--- src/rtl/pe_pkg.sv ---
// Shared constants and the per-lane multiply for the sparse-DNN PE.
package pe_pkg;
  localparam logic MODE_INT8    = 1'b0;
  localparam logic MODE_INT4    = 1'b1;
  localparam int   PE_MFU_COUNT = 4;
  localparam int   PE_ACC_W     = 32;
  localparam int   PROD_W       = 16;

  // Signed product. INT8 is a plain 8x8 multiply. Dual INT4 multiplies the
  // matching nibbles and adds the two results.
  function automatic logic signed [PROD_W-1:0] pe_mul(input logic       mode,
                                                      input logic [7:0] a,
                                                      input logic [7:0] w);
    logic signed [PROD_W-1:0] al, ah, wl, wh, p;
    al = PROD_W'($signed(a[3:0]));
    ah = PROD_W'($signed(a[7:4]));
    wl = PROD_W'($signed(w[3:0]));
    wh = PROD_W'($signed(w[7:4]));
    if (mode == MODE_INT4) p = al * wl + ah * wh;
    else                   p = PROD_W'($signed(a)) * PROD_W'($signed(w));
    return p;
  endfunction
endpackage

--- src/rtl/pe_lane.sv ---
// One MAC lane: gated operand register, product register (stage M),
// accumulator and result register (stage A).
// Build option: PE_ACC_SAT_EN makes each addition saturate instead of wrapping.
module pe_lane import pe_pkg::*; #(
  parameter int ACC_W = PE_ACC_W
) (
  input  logic             clk,
  input  logic             rst_n,
  input  logic             ld_i,      // beat accepted this edge
  input  logic             adv_i,     // pipeline not stalled
  input  logic             p_valid_i, // operand stage holds a beat
  input  logic             fire_i,    // stage A consumes stage M
  input  logic             first_i,
  input  logic             last_i,
  input  logic             mode_i,
  input  logic [7:0]       a_i,
  input  logic [7:0]       w_i,
  output logic [ACC_W-1:0] sum_o
);
  logic                     mode_q, zero_q;
  logic [7:0]               a_q, w_q;
  logic signed [PROD_W-1:0] prod_q;
  logic [ACC_W-1:0]         acc_q, sum_q;
  logic [ACC_W-1:0]         base, prod_x, sum, acc_d;

  // Operand capture; a zero activation leaves the operands untouched and
  // only flags the beat so it contributes nothing.
  always_ff @(posedge clk or negedge rst_n) begin
    if (!rst_n) begin
      mode_q <= MODE_INT8;
      zero_q <= 1'b0;
      a_q    <= '0;
      w_q    <= '0;
    end else if (ld_i) begin
      zero_q <= (a_i == 8'd0);
      if (a_i != 8'd0) begin
        mode_q <= mode_i;
        a_q    <= a_i;
        w_q    <= w_i;
      end
    end
  end

  // Stage M: product register, held while the pipe is stalled.
  always_ff @(posedge clk or negedge rst_n) begin
    if (!rst_n)                    prod_q <= '0;
    else if (adv_i && p_valid_i)   prod_q <= zero_q ? '0 : pe_mul(mode_q, a_q, w_q);
  end

  // Stage A adder; overflow seen when both operands share a sign the sum lacks.
  always_comb begin
    base   = first_i ? '0 : acc_q;
    prod_x = ACC_W'(prod_q);
    sum    = base + prod_x;
    acc_d  = sum;
`ifdef PE_ACC_SAT_EN
    if (base[ACC_W-1] == prod_x[ACC_W-1] && sum[ACC_W-1] != base[ACC_W-1])
      acc_d = base[ACC_W-1] ? {1'b1, {(ACC_W-1){1'b0}}} : {1'b0, {(ACC_W-1){1'b1}}};
`endif
  end

  // Stage A: keep accumulating, or publish the finished sum on the last beat.
  always_ff @(posedge clk or negedge rst_n) begin
    if (!rst_n) begin
      acc_q <= '0;
      sum_q <= '0;
    end else if (fire_i) begin
      if (last_i) sum_q <= acc_d;
      else        acc_q <= acc_d;
    end
  end

  assign sum_o = sum_q;
endmodule

--- src/rtl/pe_acc_stream.sv ---
// Streaming PE top: MFU_COUNT MAC lanes behind a valid/ready input, three
// register levels (operand, M, A) and a valid/ready result port.
// Build option: PE_ACC_SAT_EN selects saturating accumulation in every lane.
module pe_acc_stream import pe_pkg::*; #(
  parameter int MFU_COUNT = PE_MFU_COUNT,
  parameter int ACC_W     = PE_ACC_W
) (
  input  logic                       clk,
  input  logic                       rst_n,
  input  logic                       mode,
  input  logic                       in_valid,
  output logic                       in_ready,
  input  logic                       in_last,
  input  logic [7:0]                 in_a,
  input  logic [MFU_COUNT*8-1:0]     in_w,
  output logic                       out_valid,
  input  logic                       out_ready,
  output logic [MFU_COUNT*ACC_W-1:0] out_data
);
  logic p_valid_q, p_last_q, m_valid_q, m_last_q, first_q, out_valid_q;
  logic out_valid_d;
  logic stall, adv, ld, fire;

  // Only a finished vector blocked by a full output register stalls the pipe.
  assign stall    = m_valid_q && m_last_q && out_valid_q && !out_ready;
  assign adv      = !stall;
  assign in_ready = adv;
  assign ld       = in_valid && adv;
  assign fire     = m_valid_q && adv;

  // Result valid: a new result wins over a pop on the same edge.
  always_comb begin
    out_valid_d = out_valid_q;
    if (fire && m_last_q) out_valid_d = 1'b1;
    else if (out_ready)   out_valid_d = 1'b0;
  end

  // Pipeline valid/last tracking and the first-beat flag.
  always_ff @(posedge clk or negedge rst_n) begin
    if (!rst_n) begin
      p_valid_q   <= 1'b0;
      p_last_q    <= 1'b0;
      m_valid_q   <= 1'b0;
      m_last_q    <= 1'b0;
      first_q     <= 1'b1;
      out_valid_q <= 1'b0;
    end else begin
      out_valid_q <= out_valid_d;
      if (adv) begin
        p_valid_q <= ld;
        p_last_q  <= ld && in_last;
        m_valid_q <= p_valid_q;
        m_last_q  <= p_last_q;
      end
      if (fire) first_q <= m_last_q;
    end
  end

  for (genvar i = 0; i < MFU_COUNT; i++) begin : g_lane
    pe_lane #(.ACC_W(ACC_W)) u_lane (
      .clk       (clk),
      .rst_n     (rst_n),
      .ld_i      (ld),
      .adv_i     (adv),
      .p_valid_i (p_valid_q),
      .fire_i    (fire),
      .first_i   (first_q),
      .last_i    (m_last_q),
      .mode_i    (mode),
      .a_i       (in_a),
      .w_i       (in_w[i*8 +: 8]),
      .sum_o     (out_data[i*ACC_W +: ACC_W])
    );
  end

  assign out_valid = out_valid_q;
endmodule

--- config.mk ---
export PLATFORM = sky130hd
export DESIGN_NAME = pe_acc_stream
export DESIGN_NICKNAME = d
export VERILOG_FILES = /design/src/rtl/pe_pkg.sv /design/src/rtl/pe_lane.sv /design/src/rtl/pe_acc_stream.sv
export SDC_FILE = /design/constraint.sdc
export NUM_CORES = 2
export LEC_CHECK = 0
export CAP_MARGIN = 20
export CORE_UTILIZATION = 30
export DETAILED_ROUTE_END_ITERATION = 6
export GPL_ROUTABILITY_DRIVEN = 0
export GPL_TIMING_DRIVEN = 0
export MAX_ROUTING_LAYER = met4
export PLACE_DENSITY_LB_ADDON = 0.12
export REMOVE_ABC_BUFFERS = 1
export SLEW_MARGIN = 20
export SYNTH_ARGS = -nofsm -noshare
export SYNTH_HDL_FRONTEND = slang
export SYNTH_SLANG_ARGS = --single-unit
--- constraint.sdc ---
create_clock -name clk -period 5 [get_ports clk]
set_clock_uncertainty 0.1 [all_clocks]
set_input_delay 1.25 -clock clk [delete_from_list [all_inputs] [get_ports clk]]
set_output_delay 1.25 -clock clk [all_outputs]
set_load 0.02 [all_outputs]
# Word-level counts from Yosys, hierarchy flattened
# Cells that the tools add are included.
[op_classes]
addsub = 8
multipliers = 12
mux = 14
n_bitwise = 1
reduce_logical = 16
[ops]
columns = ["op", "n"]
rows = [
  ["$add 32x32->32", 4],
  ["$mux 16", 8],
  ["$mux 32", 4],
  ["$add 16x16->16", 4],
  ["$mul 4x4->8", 8],
  ["$mul 8x8->16", 4],
  ["$logic_and 1x1->1", 8],
  ["$logic_not 8->1", 1],
  ["$reduce_bool 8->1", 1],
  ["$reduce_and 2->1", 3],
  ["$logic_not 1->1", 2],
  ["$mux 1", 2],
  ["$reduce_bool 2->1", 1],
  ["$not 1->1", 1],
]
[word_totals]
regBits = 368
in_bits = 46
out_inout_bits = 130
elab_cells = 76

# Longest topological paths before layout
[logic_depth]
ltp_word = 7
ltp_mapped = 23

# Cells and area by module
# From an unflattened synthesis, not the netlist that was laid out.
[unflattened]
cells_unflattened = 4199
hier_area_um2 = 37621.1
[modules_own_cells]
columns = ["module", "n_inst", "cells_each", "area_each_um2", "seq_area_each_um2"]
rows = [
  ["pe_lane at g_lane[1].u_lane", 1, 1071, 9462.8, 2452.4],
  ["pe_lane at g_lane[3].u_lane", 1, 1036, 9327.7, 2452.4],
  ["pe_lane at g_lane[2].u_lane", 1, 1043, 9325.2, 2452.4],
  ["pe_lane at g_lane[0].u_lane", 1, 1028, 9247.6, 2452.4],
  ["pe_acc_stream", 1, 21, 257.7, 151.4],
]

# Least setup slack after synthesis
# No wires, ideal clock.
[synth_path]
path_kind = "flip-flop to flip-flop"
startpoint = "reg, netlist name g_lane[2].u_lane.a_q[3]"
endpoint = "reg g_lane[0].u_lane.prod_q[14]"
setup_time_ns = 0.094
arrival_time_ns = 4.797
t_required_ns = 4.806
slack_ns = 0.010
stages_incl_launch_ff = 21
path_buffers = 3
period_less_slack_ns = 4.990
path_cell_list = "dfrtp_1 clkbuf_1 clkbuf_1 clkbuf_1 nand2_1 fa_1 fa_1 inv_1 fa_1 inv_1 fa_1 inv_1 ha_1 a21oi_1 o21bai_1 a21oi_1 o21bai_1 a21oi_1 a2bb2oi_1 a2111oi_0 a211oi_1"
[synth_lines]
columns = ["item", "line_no", "rtl"]
rows = [
  ["to (signal assigned)", "pe_lane.sv:47", "else if (adv_i && p_valid_i) prod_q <= zero_q ? '0 : pe_mul(mode_q, a_q, w_q);"],
  ["to (decl)", "pe_lane.sv:22", "logic signed [PROD_W-1:0] prod_q;"],
]

==> impl_metrics.py <==
metrics = {
    "floorplan": {
        "fp-row-count": 126,
        "dieArea_um2": 122000,
        "core-area_um2": 119000,
        "io_pins": 176,
        "die_h_um": 349,
        "die_w_um": 349,
        "initial_core_util": 0.304,
    },
    "logic_synthesis": {
        "synth.top_cell.area_share": 0.255,
        "synth.most_common_cell": "nand2_1",
        "synth_top_area_cell": "dfrtp_1",
        "synthArstFlopShare": 1.00,
        "ys_warn_count": 0,
        "synth_edf_count": 0,
        "syn_area_um2": 36100,
        "synth.distinct_cells": 69,
        "ys_ff_latch": 368,
        "synth_common_cells": "nand2_1 (455), inv_1 (454), dfrtp_1 (367), ha_1 (360), o21ai_0 (337)",
        "synthCells": 4019,
        "synth_ff_type": "dfrtp_1",
        "avgSynthCellArea_um2": 8.98,
        "yosysSeqAreaShare": 0.255,
        "synth.area.top_cells": "dfrtp_1 (25%), fa_1 (16%), ha_1 (12%)",
    },
    "global_routing": {
        "grt_pass1_vias": 28100,
        "grt_max_degree": 88,
        "grt_pass1_wl_mm": 162,
        "gr-total-overflow": 0,
        "antenna_found_initial": 3,
        "grtUsageTotal": 0.174,
    },
    "clock_network": {
        "numClockSinks": 368,
        "cts_tree": "built",
        "htreeDepth": 2,
        "cts.clk_slew.worst_paths_ps": 70,
        "clock_path_buffers": 3,
        "cts_root_buffer": "clkbuf_16",
        "cts_buffers": 52,
        "worstSkewPairLatency_ps": 650,
    },
    "routing": {
        "routedWlPerCell_um": 17.6,
        "drc": 0,
        "vias": 27400,
        "ant_nets": 0,
        "totalWireLength_mm": 103,
        "vias_per_cell": 4.70,
        "dr.pass1.iters": 5,
        "drt_iter0_markers": 1162,
    },
    "critical_path": {
        "end_kind": "register",
        "path_buf_inv": 3,
        "arrival_ps": 5370,
        "worst-setup-path-type": "register to register",
        "critical-path-top-delay-family": "adder cells",
        "crit_path_start_kind": "register",
        "regToRegSetupSlack_ps": 60,
        "crit_fanout": 7,
        "cp_cell_sequence": "buf_12 -> buf_6 -> nand2b_4 -> fa_1 -> fa_1 -> fa_1 -> inv_1 -> ha_2 -> fa_2 -> ha_4 -> a21o_1 -> a21o_1 -> a21o_1 -> fa_1 -> a21oi_2 -> o21ai_1",
        "crit_top_cell": "fa_1",
        "critPathMaxStageDelay_ps": 580,
        "slowest_stage": "fa_2",
        "required_ps": 5430,
    },
    "status": {
        "status": "complete, no violations",
    },
    "finish": {
        "fin_cells": 5822,
        "nets": 4876,
        "fillCellCount": 12300,
        "syn_to_final_growth_pct": 19.6,
        "drive_gt1_frac": 0.0976,
    },
    "power": {
        "p_leak_nw": 20.6,
        "power_mw": 33.8,
        "ir_worst_vdd_v": 0.000406,
        "power.density_nw_per_um2": 784,
    },
    "placed_design": {
        "portBuffers": 175,
        "placedCellCount": 5655,
        "dpl.hpwl_mm": 76.2,
    },
    "sta": {
        "grt_setup_unrepaired": "true",
        "period_minus_slack_ps": 4940,
        "period_share": 0.988,
        "whs_ps": 346,
        "slew_viol_final": 0,
        "setup_viol": 0,
        "relSlewSlack": 0.277,
        "tightestPinTransition_ps": 1080,
        "max_freq_ghz": 0.203,
        "final_hold_viol_count": 0,
    },
    "hold_path": {
        "worstHoldPathType": "register to register",
    },
    "job": {
        "max-cap-violations": 0,
    },
}
[kinds of logic (layout without fill, tap and decap cells)]
kind of cell | Yosys count | count (layout) | synth area share
XOR/XNOR | 232 | 232 | 0.0567
adder cells (fa/ha/maj) | 652 | 652 | 0.287
multiplexers | 69 | 69 | 0.0208
flip-flops | 368 | 368 | 0.255
AO/OA/AOI/OAI | 880 | 880 | 0.150
buffers and inverters | 618 | 819 | 0.0648
AND/OR/NAND/NOR | 1200 | 1200 | 0.166
other | 0 | 2 | 0
[worst paths after layout]
| check | endpoint | cells past startpoint | from |
|---|---|---|---|
| setup / recovery | g_lane[0].u_lane.prod_q[7] | 16 | g_lane[2].u_lane.a_q[0] |
| min in group asynchronous | g_lane[2].u_lane.sum_o[15] | 1 | rst_n |
| hold / removal | m_last_q | 2 | p_last_q |
| max in group asynchronous | g_lane[0].u_lane.w_q[4] | 4 | rst_n |
| hold reg to reg | m_last_q | 2 | p_last_q |
| setup reg to reg | g_lane[0].u_lane.prod_q[7] | 16 | g_lane[2].u_lane.a_q[0] |
[repair_timing]
| item | CTS | global route |
|---|---|---|
| gates resized for setup | 46 | 144 |
| setup endpoints to repair | 36 | 40 |
| buffers inserted | 33 | 33 |
| pin swaps | 18 | 102 |
| hold buffers | 0 | 0 |
| cloned | 0 | 3 |
[final cells by class]
cell class / count / area [um^2] / share of cell area
diodes: 2 / 5.00 / 0.000116
clock buffers: 76 / 1540 / 0.0357
clock inverters: 20 / 241 / 0.00560
inverters: 454 / 1700 / 0.0395
multi-input cells: 3033 / 25300 / 0.586
flip-flops and latches: 368 / 9260 / 0.215
well taps: 1600 / 2000 / 0.0464
repair buffers: 269 / 3130 / 0.0725
[worst register-to-register path: cells and delay by family, from the launching register on]
| kind | cells | cell delay (ps) |
|---|---|---|
| DFF | 1 | 510 |
| and+or+nand+nor | 1 | 130 |
| adders and majority gates | 7 | 2940 |
| AOI/OAI and AO/OA | 5 | 820 |
| buffers and inverters | 3 | 330 |
[cell usage in the layout (no fill, tap or decap), types with 11 or more instances in the layout]
cell             netlist  final
mux2_2                47     47
fa_2                   0     19
o211ai_1              11     11
xnor2_1              157    152
clkdlybuf4s50_1        0    174
buf_16                 0     20
a21o_1               137    136
a211oi_1              44     38
inv_1                454    447
o21ai_1               19     30
ha_2                   0     11
nor3_1                44     40
dfrtp_1              367    351
nor2b_1              157    156
xor2_1                74     69
nand2b_1              63     58
and3_1                18     17
mux2i_1               22     21
or3_1                 16     16
nor2_1               134    131
ha_1                 360    337
and2_1               172    165
a211o_1               18     18
a21oi_1              171    135
fa_1                 292    273
a21oi_2                0     36
buf_4                  3     50
clkbuf_8               0     15
o31ai_1               20     20
o21bai_1              30     27
ha_4                   0     12
clkbuf_16              0     55
o21ai_0              337    317
nand3_1               65     63
nor3b_1               26     23
nand2_1              455    452
nand4_1               19     19
buf_12                 0     15
o21a_1                13     13
[where the power goes]
group	internal, mW	total, mW	leakage (nW)	switching, mW
logic	11.0	24.7	15.1	13.7
registers	4.24	5.23	4.58	0.989
clock network	2.34	3.91	0.877	1.57
[state kept, by name (all words and copies together), names as in the netlist]
name,count
g_lane.u_lane.mode_q,1
g_lane.u_lane.acc_q,128
p_valid_q,1
m_valid_q,1
g_lane.u_lane.w_q,32
g_lane.u_lane.a_q,8
p_last_q,1
first_q,1
g_lane.u_lane.prod_q,64
m_last_q,1
out_valid,1
g_lane.u_lane.sum_o,128
g_lane.u_lane.zero_q,1
[layer usage]
metal	up-vias	wire [um]	global-route usage
met3	70	3170	0.0214
met2	283	44000	0.256
met5	-	0	-
li1	13700	-	-
met4	0	1380	0.0301
met1	13300	54000	0.257
[per-stage QoR]
stage               utilization   TNS, ps  instance area (um^2)  worst slack [ps]
floorplan                     -   -294130                 35400             -2570
global route              0.363      -483                 43100             -97.4
detailed placement        0.336     -9990                 39900              -578
CTS                       0.356     -8.76                 42200             -8.76
finish                    0.363         0                 43100              62.5
global placement          0.330  -7225080                 39200            -16000
(Power assumes the default switching activity.)
